### config.mk
export PLATFORM = sky130hd
export DESIGN_NAME = regfile_wb_ctrl_flat
export DESIGN_NICKNAME = d
export VERILOG_FILES = /design/src/rtl/regfile_wb_ctrl_if.sv /design/src/rtl/regfile_wb_ctrl.sv /design/src/flat_wrapper.sv
export SDC_FILE = /design/constraint.sdc
export NUM_CORES = 1
export LEC_CHECK = 0
export BUFFER_PORTS_ARGS = -buffer_cell sky130_fd_sc_hd__buf_4
export CORE_MARGIN = 4
export CORE_UTILIZATION = 61
export CTS_CLUSTER_DIAMETER = 50
export DETAILED_ROUTE_END_ITERATION = 10
export GPL_TIMING_DRIVEN = 0
export HOLD_SLACK_MARGIN = 0.06
export PLACE_DENSITY = 0.85
export SLEW_MARGIN = 40
export SYNTH_ARGS = -nofsm -noshare
export SYNTH_HDL_FRONTEND = slang
export SYNTH_SLANG_ARGS = --single-unit
export TNS_END_PERCENT = 20
### constraint.sdc
create_clock -name clk -period 6.8 [get_ports clk]
set_input_delay 0.68 -clock clk [delete_from_list [all_inputs] [get_ports clk]]
set_output_delay 0.68 -clock clk [all_outputs]
set_load 0.05 [all_outputs]
### src/rtl/regfile_wb_ctrl_if.sv
// -----------------------------------------------------------------------------
// regfile_wb_ctrl_if
// Bundles every non-clock/reset signal of the write-back controller.
//   ALU source   : alu_we, alu_waddr[4:0], alu_wdata[31:0]
//   LSU source   : lsu_valid, lsu_waddr[4:0], lsu_wdata[31:0] -> lsu_ready
//   Decode reads : re1/raddr1, re2/raddr2 -> hazard1, hazard2
//   Regfile port : we, waddr[4:0], wdata[31:0]; status busy
// master = the surrounding pipeline that drives sources and reads results,
// slave  = the write-back controller itself.
// -----------------------------------------------------------------------------
interface regfile_wb_ctrl_if;
  logic        alu_we;
  logic [4:0]  alu_waddr;
  logic [31:0] alu_wdata;
  logic        lsu_valid;
  logic [4:0]  lsu_waddr;
  logic [31:0] lsu_wdata;
  logic        lsu_ready;
  logic        re1;
  logic [4:0]  raddr1;
  logic        re2;
  logic [4:0]  raddr2;
  logic        hazard1;
  logic        hazard2;
  logic        we;
  logic [4:0]  waddr;
  logic [31:0] wdata;
  logic        busy;

  modport master (
    output alu_we, alu_waddr, alu_wdata,
    output lsu_valid, lsu_waddr, lsu_wdata,
    output re1, raddr1, re2, raddr2,
    input  lsu_ready, hazard1, hazard2, we, waddr, wdata, busy
  );

  modport slave (
    input  alu_we, alu_waddr, alu_wdata,
    input  lsu_valid, lsu_waddr, lsu_wdata,
    input  re1, raddr1, re2, raddr2,
    output lsu_ready, hazard1, hazard2, we, waddr, wdata, busy
  );
endinterface

### src/rtl/regfile_wb_ctrl.sv
// -----------------------------------------------------------------------------
// regfile_wb_ctrl
// Writer side of the register file's single write port. The ALU path is
// single-cycle and always wins the port; LSU results are queued in a small
// FIFO and drained into cycles the ALU leaves free. Queued entries that are
// superseded by a newer ALU write to the same register are marked dead, so
// they pop without writing. Decode is told when a read address matches a
// still-live queued LSU write.
// Ports:
//   clk  - clock, all state updates on posedge
//   rst  - synchronous reset, active-high
//   bus  - regfile_wb_ctrl_if.slave (ALU/LSU sources, decode reads,
//          registered regfile write port, busy)
// -----------------------------------------------------------------------------
module regfile_wb_ctrl #(
  parameter int DEPTH = 4,
  parameter int PTR_W = 2
) (
  input  logic               clk,
  input  logic               rst,
  regfile_wb_ctrl_if.slave   bus
);

  localparam logic [PTR_W:0]   FULL_CNT = (PTR_W+1)'(DEPTH);
  localparam logic [PTR_W:0]   CNT_ONE  = (PTR_W+1)'(1);
  localparam logic [PTR_W:0]   CNT_ZERO = (PTR_W+1)'(0);
  localparam logic [PTR_W-1:0] PTR_ONE  = (PTR_W)'(1);
  localparam logic [PTR_W-1:0] PTR_ZERO = (PTR_W)'(0);

  // FIFO storage and bookkeeping
  logic [DEPTH-1:0] live_r;
  logic [4:0]       addr_r [DEPTH];
  logic [31:0]      data_r [DEPTH];
  logic [PTR_W-1:0] head_r;
  logic [PTR_W-1:0] tail_r;
  logic [PTR_W:0]   count_r;

  // Registered write port
  logic        we_r;
  logic [4:0]  waddr_r;
  logic [31:0] wdata_r;

  // Per-cycle decisions
  logic           full_s;
  logic           alu_issue_s;
  logic           push_s;
  logic           push_live_s;
  logic           head_live_s;
  logic           pop_s;
  logic           pop_wr_s;
  logic           wr_en_s;
  logic [4:0]     wr_addr_s;
  logic [31:0]    wr_data_s;
  logic [PTR_W:0] count_nxt_s;
  logic           hit1_s;
  logic           hit2_s;

  // Handshake, pop and kill decisions for this cycle
  always_comb begin
    full_s      = (count_r == FULL_CNT);
    alu_issue_s = bus.alu_we && (bus.alu_waddr != 5'd0);
    push_s      = bus.lsu_valid && !full_s && !rst;
    // A same-cycle ALU write to the same register is newer, so the pushed
    // entry is born dead; writes to x0 are always dead.
    push_live_s = (bus.lsu_waddr != 5'd0) &&
                  !(bus.alu_we && (bus.alu_waddr == bus.lsu_waddr));
    // Popped slots have their live bit cleared, so an empty FIFO reads 0 here.
    head_live_s = live_r[head_r];
    // Dead heads never need the port; live heads wait for a free port.
    pop_s       = (count_r != CNT_ZERO) && (!head_live_s || !alu_issue_s);
    pop_wr_s    = pop_s && head_live_s;
  end

  // Write-port source select: ALU first, then live FIFO head, else hold
  always_comb begin
    wr_en_s   = 1'b0;
    wr_addr_s = waddr_r;
    wr_data_s = wdata_r;
    if (alu_issue_s) begin
      wr_en_s   = 1'b1;
      wr_addr_s = bus.alu_waddr;
      wr_data_s = bus.alu_wdata;
    end else if (pop_wr_s) begin
      wr_en_s   = 1'b1;
      wr_addr_s = addr_r[head_r];
      wr_data_s = data_r[head_r];
    end else begin
      wr_en_s   = 1'b0;
    end
  end

  // Occupancy update; simultaneous push and pop leaves it unchanged
  always_comb begin
    count_nxt_s = count_r;
    case ({push_s, pop_s})
      2'b10:   count_nxt_s = count_r + CNT_ONE;
      2'b01:   count_nxt_s = count_r - CNT_ONE;
      default: count_nxt_s = count_r;
    endcase
  end

  // Read-hazard match against live queued entries
  always_comb begin
    hit1_s = 1'b0;
    hit2_s = 1'b0;
    for (int i = 0; i < DEPTH; i++) begin
      hit1_s = hit1_s | (live_r[i] && (addr_r[i] == bus.raddr1));
      hit2_s = hit2_s | (live_r[i] && (addr_r[i] == bus.raddr2));
    end
  end

  // Control state: pointers, count, live bits and the output register
  always_ff @(posedge clk) begin
    if (rst) begin
      head_r  <= PTR_ZERO;
      tail_r  <= PTR_ZERO;
      count_r <= CNT_ZERO;
      live_r  <= {DEPTH{1'b0}};
      we_r    <= 1'b0;
      waddr_r <= 5'd0;
      wdata_r <= 32'd0;
    end else begin
      we_r    <= wr_en_s;
      waddr_r <= wr_addr_s;
      wdata_r <= wr_data_s;
      count_r <= count_nxt_s;
      // WAW kill: the ALU write supersedes every queued write to its target.
      for (int i = 0; i < DEPTH; i++) begin
        if (alu_issue_s && (addr_r[i] == bus.alu_waddr)) begin
          live_r[i] <= 1'b0;
        end
      end
      if (pop_s) begin
        live_r[head_r] <= 1'b0;
        head_r         <= head_r + PTR_ONE;
      end
      // Tail never aliases head while both push and pop are active.
      if (push_s) begin
        live_r[tail_r] <= push_live_s;
        tail_r         <= tail_r + PTR_ONE;
      end
    end
  end

  // Entry payload storage; needs no reset because live bits gate its use
  always_ff @(posedge clk) begin
    if (push_s) begin
      addr_r[tail_r] <= bus.lsu_waddr;
      data_r[tail_r] <= bus.lsu_wdata;
    end
  end

  assign bus.lsu_ready = !full_s && !rst;
  assign bus.hazard1   = !rst && bus.re1 && (bus.raddr1 != 5'd0) && hit1_s;
  assign bus.hazard2   = !rst && bus.re2 && (bus.raddr2 != 5'd0) && hit2_s;
  assign bus.we        = we_r;
  assign bus.waddr     = waddr_r;
  assign bus.wdata     = wdata_r;
  assign bus.busy      = (count_r != CNT_ZERO);

endmodule
### src/flat_wrapper.sv
// flat-port wrapper written by rule: the top's interface ports become plain ports
module regfile_wb_ctrl_flat 
#(
  parameter int DEPTH = 4,
  parameter int PTR_W = 2
)
  (clk, rst, bus_alu_we, bus_alu_waddr, bus_alu_wdata, bus_lsu_valid, bus_lsu_waddr, bus_lsu_wdata, bus_re1, bus_raddr1, bus_re2, bus_raddr2, bus_lsu_ready, bus_hazard1, bus_hazard2, bus_we, bus_waddr, bus_wdata, bus_busy);
  regfile_wb_ctrl_if bus_i ();
  input  logic clk;
  input  logic rst;
  input wire logic [$bits(bus_i.alu_we)-1:0] bus_alu_we;
  input wire logic [$bits(bus_i.alu_waddr)-1:0] bus_alu_waddr;
  input wire logic [$bits(bus_i.alu_wdata)-1:0] bus_alu_wdata;
  input wire logic [$bits(bus_i.lsu_valid)-1:0] bus_lsu_valid;
  input wire logic [$bits(bus_i.lsu_waddr)-1:0] bus_lsu_waddr;
  input wire logic [$bits(bus_i.lsu_wdata)-1:0] bus_lsu_wdata;
  input wire logic [$bits(bus_i.re1)-1:0] bus_re1;
  input wire logic [$bits(bus_i.raddr1)-1:0] bus_raddr1;
  input wire logic [$bits(bus_i.re2)-1:0] bus_re2;
  input wire logic [$bits(bus_i.raddr2)-1:0] bus_raddr2;
  output wire logic [$bits(bus_i.lsu_ready)-1:0] bus_lsu_ready;
  output wire logic [$bits(bus_i.hazard1)-1:0] bus_hazard1;
  output wire logic [$bits(bus_i.hazard2)-1:0] bus_hazard2;
  output wire logic [$bits(bus_i.we)-1:0] bus_we;
  output wire logic [$bits(bus_i.waddr)-1:0] bus_waddr;
  output wire logic [$bits(bus_i.wdata)-1:0] bus_wdata;
  output wire logic [$bits(bus_i.busy)-1:0] bus_busy;
  assign bus_i.alu_we = bus_alu_we;
  assign bus_i.alu_waddr = bus_alu_waddr;
  assign bus_i.alu_wdata = bus_alu_wdata;
  assign bus_i.lsu_valid = bus_lsu_valid;
  assign bus_i.lsu_waddr = bus_lsu_waddr;
  assign bus_i.lsu_wdata = bus_lsu_wdata;
  assign bus_i.re1 = bus_re1;
  assign bus_i.raddr1 = bus_raddr1;
  assign bus_i.re2 = bus_re2;
  assign bus_i.raddr2 = bus_raddr2;
  assign bus_lsu_ready = bus_i.lsu_ready;
  assign bus_hazard1 = bus_i.hazard1;
  assign bus_hazard2 = bus_i.hazard2;
  assign bus_we = bus_i.we;
  assign bus_waddr = bus_i.waddr;
  assign bus_wdata = bus_i.wdata;
  assign bus_busy = bus_i.busy;
  regfile_wb_ctrl #(.DEPTH(DEPTH), .PTR_W(PTR_W)) u_core (.clk(clk), .rst(rst), .bus(bus_i));
endmodule
## Word-level counts from Yosys, hierarchy flattened

Memories as Yosys holds them, arrays and structs flattened. A register that Yosys moved wholly into a read port is not among the register bits.
Cells that the tools add are included.

- Memory bits (writable): 148
- Word-level logic and storage cells: 113
- Memories kept: 2
- Input port bits: 90
- Output and inout bits: 42
- Register bits after elaboration: 49

- Bitwise operators: 8
- Reduce and logical (&&, ||, !) cells: 41
- Order comparisons: 4
- Eq/ne operators: 16
- Mux-type cells: 31
- $add $sub $neg: 4

Memory list:

| memory | words | width | rd ports | clocked after memory_dff | write ports | line | text |
|---|---|---|---|---|---|---|---|
| u_core.data_r | 4 | 32 | 1 | 1 | 1 | regfile_wb_ctrl.sv:33 | `logic [31:0] data_r [DEPTH];` |
| u_core.addr_r | 4 | 5 | 5 | 1 | 1 | regfile_wb_ctrl.sv:32 | `logic [4:0] addr_r [DEPTH];` |

Operators by type and width:

| operator | number |
|---|---|
| == test 5 bit | 13 |
| two-way mux 32 bit | 2 |
| logical AND 1 bit | 28 |
| nonzero test 5 bit | 4 |
| two-way mux 1 bit | 15 |
| two-way mux 4 bit | 3 |
| two-way mux 5 bit | 2 |
| two-way mux 2 bit | 4 |
| less-than comparator 2 x 3 -> 1 bit (second input constant) | 2 |
| OR 1 bit | 6 |
| one-hot mux 3 bit (2 select lines) | 1 |
| logical NOT 1 bit | 5 |
| adder 2 x 1 -> 2 bit (second input constant) | 2 |
| bitwise AND 4 bit | 1 |
| bitwise mux 4 bit | 1 |
| demux 1 bit (select 2 bit) | 2 |
| >= comparator 2 x 1 -> 1 bit (second input constant) | 2 |
| NOT 4 bit | 1 |
| nonzero test 2 bit | 2 |
| adder 3 x 1 -> 3 bit (second input constant) | 1 |
| == test 3 bit (second input constant) | 1 |
| nonzero test 3 bit | 1 |
| subtractor 3 x 1 -> 3 bit (second input constant) | 1 |
| binary-select mux 1 bit (select 2 bit) | 1 |
| 3 further kinds | 3 |

## Depth between registers and ports, before layout

Gate-level depths: netlist of run 1.

- Word-level depth: 10
- Gate-level depth with buffers: 9
- Gate-level depth less buffers: 8

## Least setup slack after synthesis of run 1

No wires, ideal clock.

- Path type: input-to-output
- Start point: input port bus_raddr2[3]
- End point: output port bus_hazard2
- Path slack: 3.210 ns
- Cell stages on the path: 6
- Path buffers: 1
- Arrival time: 2.910 ns
- Path through: clkbuf_1 > xor2_1 > nor4_1 > nand3_1 > nand4_1 > nor4bb_1

- Longest elaborated chain between the ends: 6
- Elaborated cells between the ends (all ways): 14
- Those cells by class: eq/ne: 4; bitwise: 3; reduce/logical: 7

Ends and longest elaborated chain:

| what | line | text |
|---|---|---|
| from (decl) | flat_wrapper.sv:20 | `input wire logic [$bits(bus_i.raddr2)-1:0] bus_raddr2;` |
| == test 5 bit | regfile_wb_ctrl.sv:108 | `hit2_s = hit2_s \| (live_r[i] && (addr_r[i] == bus.raddr2));` |
| logical AND 1 bit | regfile_wb_ctrl.sv:108 |  |
| OR 1 bit (3 in a row) | regfile_wb_ctrl.sv:108 |  |
| logical AND 1 bit * | regfile_wb_ctrl.sv:155 | `assign bus.hazard2 = !rst && bus.re2 && (bus.raddr2 != 5'd0) && hit2_s;` |
| to (decl) | flat_wrapper.sv:23 | `output wire logic [$bits(bus_i.hazard2)-1:0] bus_hazard2;` |

Mark *: on every way between the ends. The rest lies on a longest branch, timed or not.

==> results of run 1 <==
==> sequential cells by signal (all words and copies together), names as in the netlist, named ones only <==
signal	cells
u_core.addr_r	20
u_core.bus.waddr	5
u_core.bus.wdata	32
u_core.bus.we	1
u_core.count_r	3
u_core.data_r	128
u_core.head_r	2
u_core.live_r	4
u_core.tail_r	2
==> cell type report <==
cell class / instances / area [um2]
flip-flops and latches: 199 / 5470
fillers: 786 / 3200
multi-input cells: 307 / 2750
repair buffers: 120 / 951
clock buffers: 19 / 433
well taps: 176 / 220
plain buffers: 35 / 184
clock inverters: 13 / 146
inverters: 10 / 47.5
==> worst max-delay path: cells and delay by family (launching register included) <==
family | cells | cell delay, ns
DFF | 1 | 0.48
buffers and inverters | 1 | 0.25
and+or+nand+nor | 4 | 0.87
xor gates and xnor gates | 1 | 0.20
==> where the power goes <==
part	internal [mW]	switching [mW]	total [mW]	leakage (nW)
combinational	0.360	0.450	0.810	1.71
clock	0.546	0.440	0.985	0.272
sequential	1.39	0.0545	1.44	1.76
total	2.30	0.944	3.24	3.74
==> per-stage QoR <==
| step | utilization, % | area [um2] |
|---|---|---|
| finish | 76.1 | 10200 |
| global route | 76.1 | 10200 |
| CTS | 76.1 | 10200 |
| detailed placement | 71.7 | 9610 |
| global placement | 71.0 | 9520 |
| floorplan | - | 8430 |
==> layout by cell type, fill, tap and decap left out, types with 3 or more instances in the layout <==
master	netlist	layout
a21oi_1	3	3
a22oi_1	17	17
a22oi_2	20	20
and2_1	4	4
buf_12	0	4
buf_2	3	3
buf_4	4	120
buf_6	4	4
clkbuf_1	23	22
clkbuf_16	0	17
clkbuf_2	0	3
clkinvlp_4	0	4
dfxtp_1	51	51
edfxtp_1	148	148
ha_1	9	9
inv_1	10	6
inv_4	0	4
mux4_2	38	38
nand2_1	81	81
nand3_1	12	12
nand4_1	3	3
nand4b_1	4	4
nor2_1	11	10
nor4_1	8	8
o22ai_1	4	4
or4_1	6	6
xnor2_1	28	28
xor2_1	41	41
==> kinds of logic (layout without fill, tap and decap cells) <==
group	after synthesis	after routing	synth area share, %
flops	199	199	64.9
simple gates	139	139	7.96
buf+inv	45	197	2.58
xor+xnor	69	69	7.17
compound gates	49	49	5.45
fa+ha+maj	10	10	1.57
mux	40	40	10.4
==> metal layers <==
metal | up-vias | wire, um
met1 | 2617 | 7320
met2 | 240 | 9750
met4 | 0 | 503
met5 | - | 0
met3 | 46 | 1520
li1 | 2335 | -
==> worst max path at each step <==
stage	cells past startpoint	slack (ns)	to
final	6	3.88	bus_hazard1
after global routing	6	3.70	bus_hazard1
after CTS	9	3.81	u_core.count_r[2]
after detailed placement	9	3.38	u_core.count_r[2]
after global placement	5	2.97	u_core.data_r[3][24]
after floorplan	6	3.21	bus_hazard2
==> flow_summary.toml, run 1 <==
[routing]
drc_errors = 0
wire_per_inst_um = 21.7
vias = 5238
drt-initial-drc-count = 558
postRouteAntennaNets = 0
drt-total-wl_um = 19100
drtPass1Iterations = 5
routed_via_density = 5.96

[setup_path]
cp_max_fo = 4
rr_worst_depth = 8
ff2ff_setup_slack_ns = 4.28
cp_slowest_cell = "edfxtp_1"
cp-startpoint = "u_core.addr_r[0][3]"
required_ns = 6.12
cp_cell_sequence = "xor2_1 > nor4_1 > nand3_1 > nand4_1 > nor4bb_1 > buf_4"
worst_path_largest_cell_delay_ns = 0.48
r2r_end = "u_core.count_r[2]"
critPathLaunchType = "flip-flop"
critPathCaptureType = "primary output"
critical_path_class = "reg2out"
crit_arrival_ns = 2.24
r2r-start = "u_core.count_r[0]"

[sta]
tightest_slew_ns = 0.695
setup_tns_ns = 0
rsz0062_at_grt = "no"
slew_violations = 0
fin_ws_ns = 3.88
setup_viol = 0
finalCritPeriodShare_pct = 42.9
finClkSkew_ns = 0.00917
relSlewSlack_pct = 53.6
clock.fmax_ghz = 0.343
timing.final.crit_period_ns = 2.92
hold_viol_final = 0
whs_ns = 0.430

[final_layout]
area_growth_pct = 21.0
final-instance-count-excl-fill = 879
nets = 790
n_antenna_cell = 0
drive_gt1_share_pct = 32.9

[grt]
grt_usage_pct = 24.9
grt_max_degree = 27
top_usage_layer = "met2"
overflow = 0
grt_pass1_wl_um = 30000
met1_usage_pct = 32.2
grt_pass1_vias = 5526
met2_usage_pct = 41.4
antenna_found_initial = 0
use_met3_pct = 5.67

[clock_tree]
post-cts-setup-buffers = 0
clk_pin_slew_worst_paths_ns = 0.07
ctsLongestPathBuffers = 2
cts_tree = "built"
cts_resized = 0
cts_sinks = 199
htreeDepth = 4
cts_hold_buf = 0
cts-root-buf = "clkbuf_16"
clkLatencyLatePin_ns = 0.44
cts_buffers = 17

[placement]
dp_slack_ns = 3.38
dp.cells = 847
dp_hpwl_um = 13100
gp_congestion = 0.844
port_buffers = 116

[synthesis]
yosysTopAreaCell = "edfxtp_1"
synth-seq-cells = 199
ys_seq_area_share_pct = 64.9
synthFlopType = "edfxtp_1"
netlist_instances = 551
yosysTopAreaCellShare_pct = 52.7
avgSynthCellArea_um2 = 15.3
yosysWarnings = 0
synth_common_cells = "edfxtp_1, nand2_1, dfxtp_1"
synth-edff-count = 148
yosysMostFrequentCell = "edfxtp_1"
syn_nets = 651
synth_area_um2 = 8430
ys_types = 37
ys_top_cells_by_area = "edfxtp_1, dfxtp_1, mux4_2, xor2_1, nand2_1"
ys_async_sr_fraction_pct = 0

[flow_run]
cap_violations = 0

[outcome]
status = "finished, final reports clean"

[power]
leakagePower_nw = 3.74
ir_drop_v = 0.000231
p_total_mw = 3.24
cellPowerDensity_nw_per_um2 = 318

[floorplan]
num_io_pins = 132
die_h_um = 126
coreArea_um2 = 13400
dieArea_um2 = 15800
initial_core_util_pct = 62.9
fp.dieW_um = 126
rows = 42

[hold_path]
worstHoldPathType = "in2reg"
whs_endpoint = "u_core.bus.wdata[13]"
holdCritStartpoint = "bus_alu_wdata[13]"
hold_depth = 3
No activity file was read; power rests on OpenSTA's default activity.
==> inputs of run 2 (changes only) <==
--- a/config.mk
+++ b/config.mk
@@ -7,12 +7,12 @@
 export LEC_CHECK = 0
 export BUFFER_PORTS_ARGS = -buffer_cell sky130_fd_sc_hd__buf_4
 export CORE_MARGIN = 4
-export CORE_UTILIZATION = 61
+export CORE_UTILIZATION = 57
 export CTS_CLUSTER_DIAMETER = 50
 export DETAILED_ROUTE_END_ITERATION = 10
 export GPL_TIMING_DRIVEN = 0
 export HOLD_SLACK_MARGIN = 0.06
-export PLACE_DENSITY = 0.85
+export PLACE_DENSITY = 0.8
 export SLEW_MARGIN = 40
 export SYNTH_ARGS = -nofsm -noshare
 export SYNTH_HDL_FRONTEND = slang
==> constraint.sdc (replaced) <==
create_clock -name clk -period 2.83 [get_ports clk]
set_input_delay 0.283 -clock clk [delete_from_list [all_inputs] [get_ports clk]]
set_output_delay 0.283 -clock clk [all_outputs]
set_load 0.05 [all_outputs]
==> run 2 against run 1 <==
Effect of this change:
- utilization shrank 0.71 points
- wire length increased by 5.7%
- register-to-register slack worse by 3.9 ns
- worst hold slack got worse by 0.35 ns
- critical endpoint unchanged
- highest routed layer unchanged
==> flow_summary.toml, run 2 (synthesis gave the netlist of run 1 again) <==
[setup_path]
ff2ff_setup_slack_ns = 0.38
cp_max_fo = 4
required_ns = 2.55
critPathLaunchType = "flip-flop"
cpLargestDelayFamily = "simple AND/OR/NAND/NOR gates"
critPathCaptureType = "primary output"
r2r-start = "u_core.head_r[0]"
critical_path_class = "reg2out"
cp_slowest_cell = "edfxtp_1"
cp_cell_sequence = "xor2_1 > nor4_1 > nand3_1 > nand4_1 > nor4bb_1 > buf_4"
worst_path_largest_cell_delay_ns = 0.53
rr_worst_depth = 8
cp-startpoint = "u_core.addr_r[3][3]"
r2r_end = "u_core.count_r[2]"
crit_arrival_ns = 2.22
crit_buf_inv = 1

[clock_tree]
clkLatencyLatePin_ns = 0.44
cts_tree = "built"
clk_pin_slew_worst_paths_ns = 0.07
cts_hold_buf = 64
cts_resized = 0
ctsLongestPathBuffers = 2
cts_sinks = 199
post-cts-setup-buffers = 0
cts-root-buf = "clkbuf_16"
cts_buffers = 17
htreeDepth = 4

[floorplan]
coreArea_um2 = 14500
fp.dieW_um = 130
rows = 44
die_h_um = 130
initial_core_util_pct = 58.0
dieArea_um2 = 16800
num_io_pins = 132

[placement]
placed_area_um2 = 9630
dp_hpwl_um = 12800
port_buffers = 116
dp.cells = 855
dp_slack_ns = 0.162
gp_congestion = 0.855

[final_layout]
final_cell_mix = "edfxtp_1, buf_4, nand2_1"
stdcell_area_um2 = 11000
register_area_um2 = 5470
n_antenna_cell = 0
drive_gt1_share_pct = 30.3
multi_input_area_um2 = 2750
top_register = "u_core.data_r"
final-instance-count-excl-fill = 952
fillers = 859
area_growth_pct = 30.0
final_common_cell = "edfxtp_1"
final_util_pct = 75.4
nets = 855
largest_reg_flops = 128

[grt]
overflow = 0
grt_usage_pct = 24.8
antenna_found_initial = 0
grt_pass1_vias = 5684
use_met3_pct = 5.65
met1_usage_pct = 32.3
grt_max_degree = 35
top_usage_layer = "met2"
met2_usage_pct = 41.3
grt_pass1_wl_um = 30800

[sta]
whs_ns = 0.0792
slew_violations = 0
hold_viol_final = 0
finalCritPeriodShare_pct = 88.4
relSlewSlack_pct = 54.6
fin_ws_ns = 0.327
timing.final.crit_period_ns = 2.50
setup_tns_ns = 0
clock.fmax_ghz = 0.400
finClkSkew_ns = 0.00876
setup_viol = 0
rsz0062_at_grt = "no"
tightest_slew_ns = 0.681

[power]
cellPowerDensity_nw_per_um2 = 743
p_total_mw = 8.14
leakagePower_nw = 4.06
ir_drop_v = 0.000513

[routing]
vias = 5392
postRouteAntennaNets = 0
routed_via_density = 5.66
drt-initial-drc-count = 383
drtPass1Iterations = 4
wire_per_inst_um = 21.2
drc_errors = 0
drt-total-wl_um = 20200

[outcome]
status = "finished, final reports clean"

[hold_path]
whs_endpoint = "u_core.addr_r[3][3]"
worstHoldPathType = "in2reg"
holdCritStartpoint = "bus_lsu_waddr[3]"
hold_depth = 1

[flow_run]
cap_violations = 0
## run 2: cell types whose count changed in the layout (fill, tap and decap cells not counted)
| cell | previous run | this run |
|---|---|---|
| dlygate4sd3_1 | 0 | 65 |
| bufinv_16 | 2 | 5 |
| clkinv_4 | 2 | 5 |
| clkbuf_1 | 22 | 20 |
| clkinv_2 | 2 | 0 |
| clkinvlp_4 | 4 | 2 |
| buf_12 | 4 | 3 |
| buf_16 | 0 | 1 |
| clkinv_8 | 0 | 1 |
| inv_6 | 2 | 1 |
## run 2: layout make-up
type	instances	share of cell area [%]
multi-input cells	307	25.1
inverters	10	0.434
repair buffers	185	14.7
flip-flops and latches	199	49.9
well taps	184	2.10
clock inverters	15	2.24
plain buffers	35	1.68
clock buffers	17	3.88
## run 2: worst max path at each step
stage / end / slack (ns) / cells after the start
6_report: bus_hazard1 / 0.33 / 6
3_3_place_gp: u_core.data_r[0][31] / -0.66 / 5
2_1_floorplan: bus_hazard1 / 0.007 / 5
3_5_place_dp: u_core.count_r[2] / 0.16 / 9
5_1_grt: bus_hazard1 / 0.19 / 6
4_1_cts: bus_hazard1 / 0.33 / 6
## run 2: metal layers
metal  wire length (um)  vias up
met2              10400      248
met5                  0        -
li1                   -     2469
met3               1430       43
met4                480        0
met1               7910     2632
## run 2: power breakdown
part,internal (mW),switching (mW)
combinational,0.925,1.07
clock,1.59,1.09
sequential,3.34,0.135
total,5.85,2.29
## run 2: worst register-to-register path, cell delays in order (launching register included)
cell	delay [ns]
dfxtp_1	0.46
mux4_2	0.56
inv_1	0.07
o21a_1	0.28
ha_1	0.27
fa_1	0.20
xnor2_1	0.08
or3_1	0.32
a21oi_1	0.14
==> inputs of run 3 (changes only) <==
--- a/config.mk
+++ b/config.mk
@@ -7,12 +7,12 @@
 export LEC_CHECK = 0
 export BUFFER_PORTS_ARGS = -buffer_cell sky130_fd_sc_hd__buf_4
 export CORE_MARGIN = 4
-export CORE_UTILIZATION = 57
+export CORE_UTILIZATION = 43
 export CTS_CLUSTER_DIAMETER = 50
 export DETAILED_ROUTE_END_ITERATION = 10
 export GPL_TIMING_DRIVEN = 0
 export HOLD_SLACK_MARGIN = 0.06
-export PLACE_DENSITY = 0.8
+export SETUP_SLACK_MARGIN = 0.4
 export SLEW_MARGIN = 40
 export SYNTH_ARGS = -nofsm -noshare
 export SYNTH_HDL_FRONTEND = slang
==> run 3 against run 2 <==
Effect of this change:
- sequential share of layout area fell by 1.1 points
- sequential power about the same
- die area is 30% higher
- register-to-register slack better by 0.13 ns
- fmax is 3.8% higher
==> flow_summary.toml, run 3 (synthesis gave the netlist of run 1 again) <==
[outcome]
status = "finished, final reports clean"

[setup_path]
crit_arrival_ns = 2.13
cp_slowest_cell = "edfxtp_1"
cpMostUsedCell = "buf_4"
rr_worst_depth = 8
cp_cell_sequence = "buf_4 > xor2_1 > nor4_1 > nand3_1 > nand4_1 > nor4bb_4 > buf_4"
critical_path_class = "reg2out"
ff2ff_setup_slack_ns = 0.51
r2r_end = "u_core.count_r[2]"
required_ns = 2.55
critPathLaunchType = "flip-flop"
crit_buf_inv = 2
worst_path_largest_cell_delay_ns = 0.48
cpLargestDelayFamily = "simple AND/OR/NAND/NOR gates"
critPathCaptureType = "primary output"
cp_max_fo = 4
r2r-start = "u_core.head_r[0]"

[clock_tree]
cts_buffers = 17
clk_pin_slew_worst_paths_ns = 0.08
cts_tree = "built"
cts-root-buf = "clkbuf_16"
ctsLongestPathBuffers = 2
clkLatencyLatePin_ns = 0.43
cts_sinks = 199
htreeDepth = 4

[floorplan]
fp.dieW_um = 148
dieArea_um2 = 21900
rows = 50
die_h_um = 148
num_io_pins = 132
initial_core_util_pct = 44.3
coreArea_um2 = 19000

[routing]
vias = 5312
drt-initial-drc-count = 312
drtPass1Iterations = 4
postRouteAntennaNets = 0
wire_per_inst_um = 19.1
routed_via_density = 5.06
drt-total-wl_um = 20100
drc_errors = 0

[hold_path]
worstHoldPathType = "in2reg"
whs_endpoint = "u_core.addr_r[2][2]"
hold_depth = 1
holdCritStartpoint = "bus_lsu_waddr[2]"

[grt]
grt_usage_pct = 18.6
met1_usage_pct = 23.5
grt_pass1_vias = 5672
grt_max_degree = 36
antenna_found_initial = 1
grt_pass1_wl_um = 31100
met2_usage_pct = 32.2
use_met3_pct = 4.29
overflow = 0
top_usage_layer = "met2"

[sta]
whs_ns = 0.0846
timing.final.crit_period_ns = 2.41
finalCritPeriodShare_pct = 85.2
rsz0062_at_grt = "yes"
slew_violations = 0
relSlewSlack_pct = 52.8
fin_ws_ns = 0.418
setup_viol = 0
hold_viol_final = 0
tightest_slew_ns = 0.708
finClkSkew_ns = 0.0142
clock.fmax_ghz = 0.415

[final_layout]
top_register = "u_core.data_r"
area_growth_pct = 33.0
nets = 875
largest_reg_flops = 128
final_common_cell = "edfxtp_1"
stdcell_area_um2 = 11200
final_cell_mix = "edfxtp_1, buf_4, nand2_1"
drive_gt1_share_pct = 33.2
final_util_pct = 58.9
final-instance-count-excl-fill = 1049

[placement]
dp_hpwl_um = 13300
gp_congestion = 0.786
port_buffers = 116
placed_area_um2 = 9750
dp.cells = 931
dp_slack_ns = -0.170

[power]
leakagePower_nw = 4.14
cellPowerDensity_nw_per_um2 = 704
ir_drop_v = 0.000426

[flow_run]
cap_violations = 0
==> run 3: cell count changes in the layout (fill, tap and decap cells not counted), moves of 3 or more <==
cell       previous run  this run
buf_4               120       141
nor4_1                8         2
nor4_2                0         6
bufinv_16             5         1
inv_8                 1         5
clkinv_4              5         2
==> run 3: final cells by class <==
type                       count  area [um2]
tap                          260         325
buffer                        35         184
timing repair buffer         205        1770
fill                        1562        7820
inverter                      10        47.5
clock buffer                  17         425
antenna                        1        2.50
clock inverter                15         161
sequential                   199        5470
multi-input combinational    307        2820
==> run 3: worst max path at each step <==
| stage | from | end | cells past startpoint |
|---|---|---|---|
| global placement | rst | u_core.data_r[1][24] | 5 |
| global route | u_core.addr_r[3][3] | bus_hazard2 | 6 |
| CTS | u_core.addr_r[3][3] | bus_hazard1 | 6 |
| finish | u_core.addr_r[1][1] | bus_hazard2 | 7 |
| detailed placement | rst | u_core.count_r[2] | 9 |
| floorplan | u_core.addr_r[3][3] | bus_hazard2 | 5 |
==> run 3: where the power goes <==
group,total (mW),internal [mW],switching (mW)
clock network,2.38,1.26,1.13
logic,2.05,0.946,1.10
registers,3.45,3.34,0.116
==> run 3: stage by stage <==
stage               TNS (ns)  power (mW)
finish                     0        7.89
global route               0        8.27
CTS                        0        7.98
detailed placement    -0.170        5.50
global placement     -107.39        5.42
floorplan                  0        4.90
==> run 3: per-layer routing <==
metal,share of wire [%],up-vias
met5,0,-
met4,1.0,0
met3,4.7,15
met2,52,119
met1,42,2666
li1,-,2512
==> run 3: timing repair <==
item,4_1_cts,5_1_grt
endpoints found under the setup margin,43,4
hold buffers,63,0
resized for setup,6,6
buffers inserted,3,19
hold endpoints to repair,159,0
pin swaps,0,8
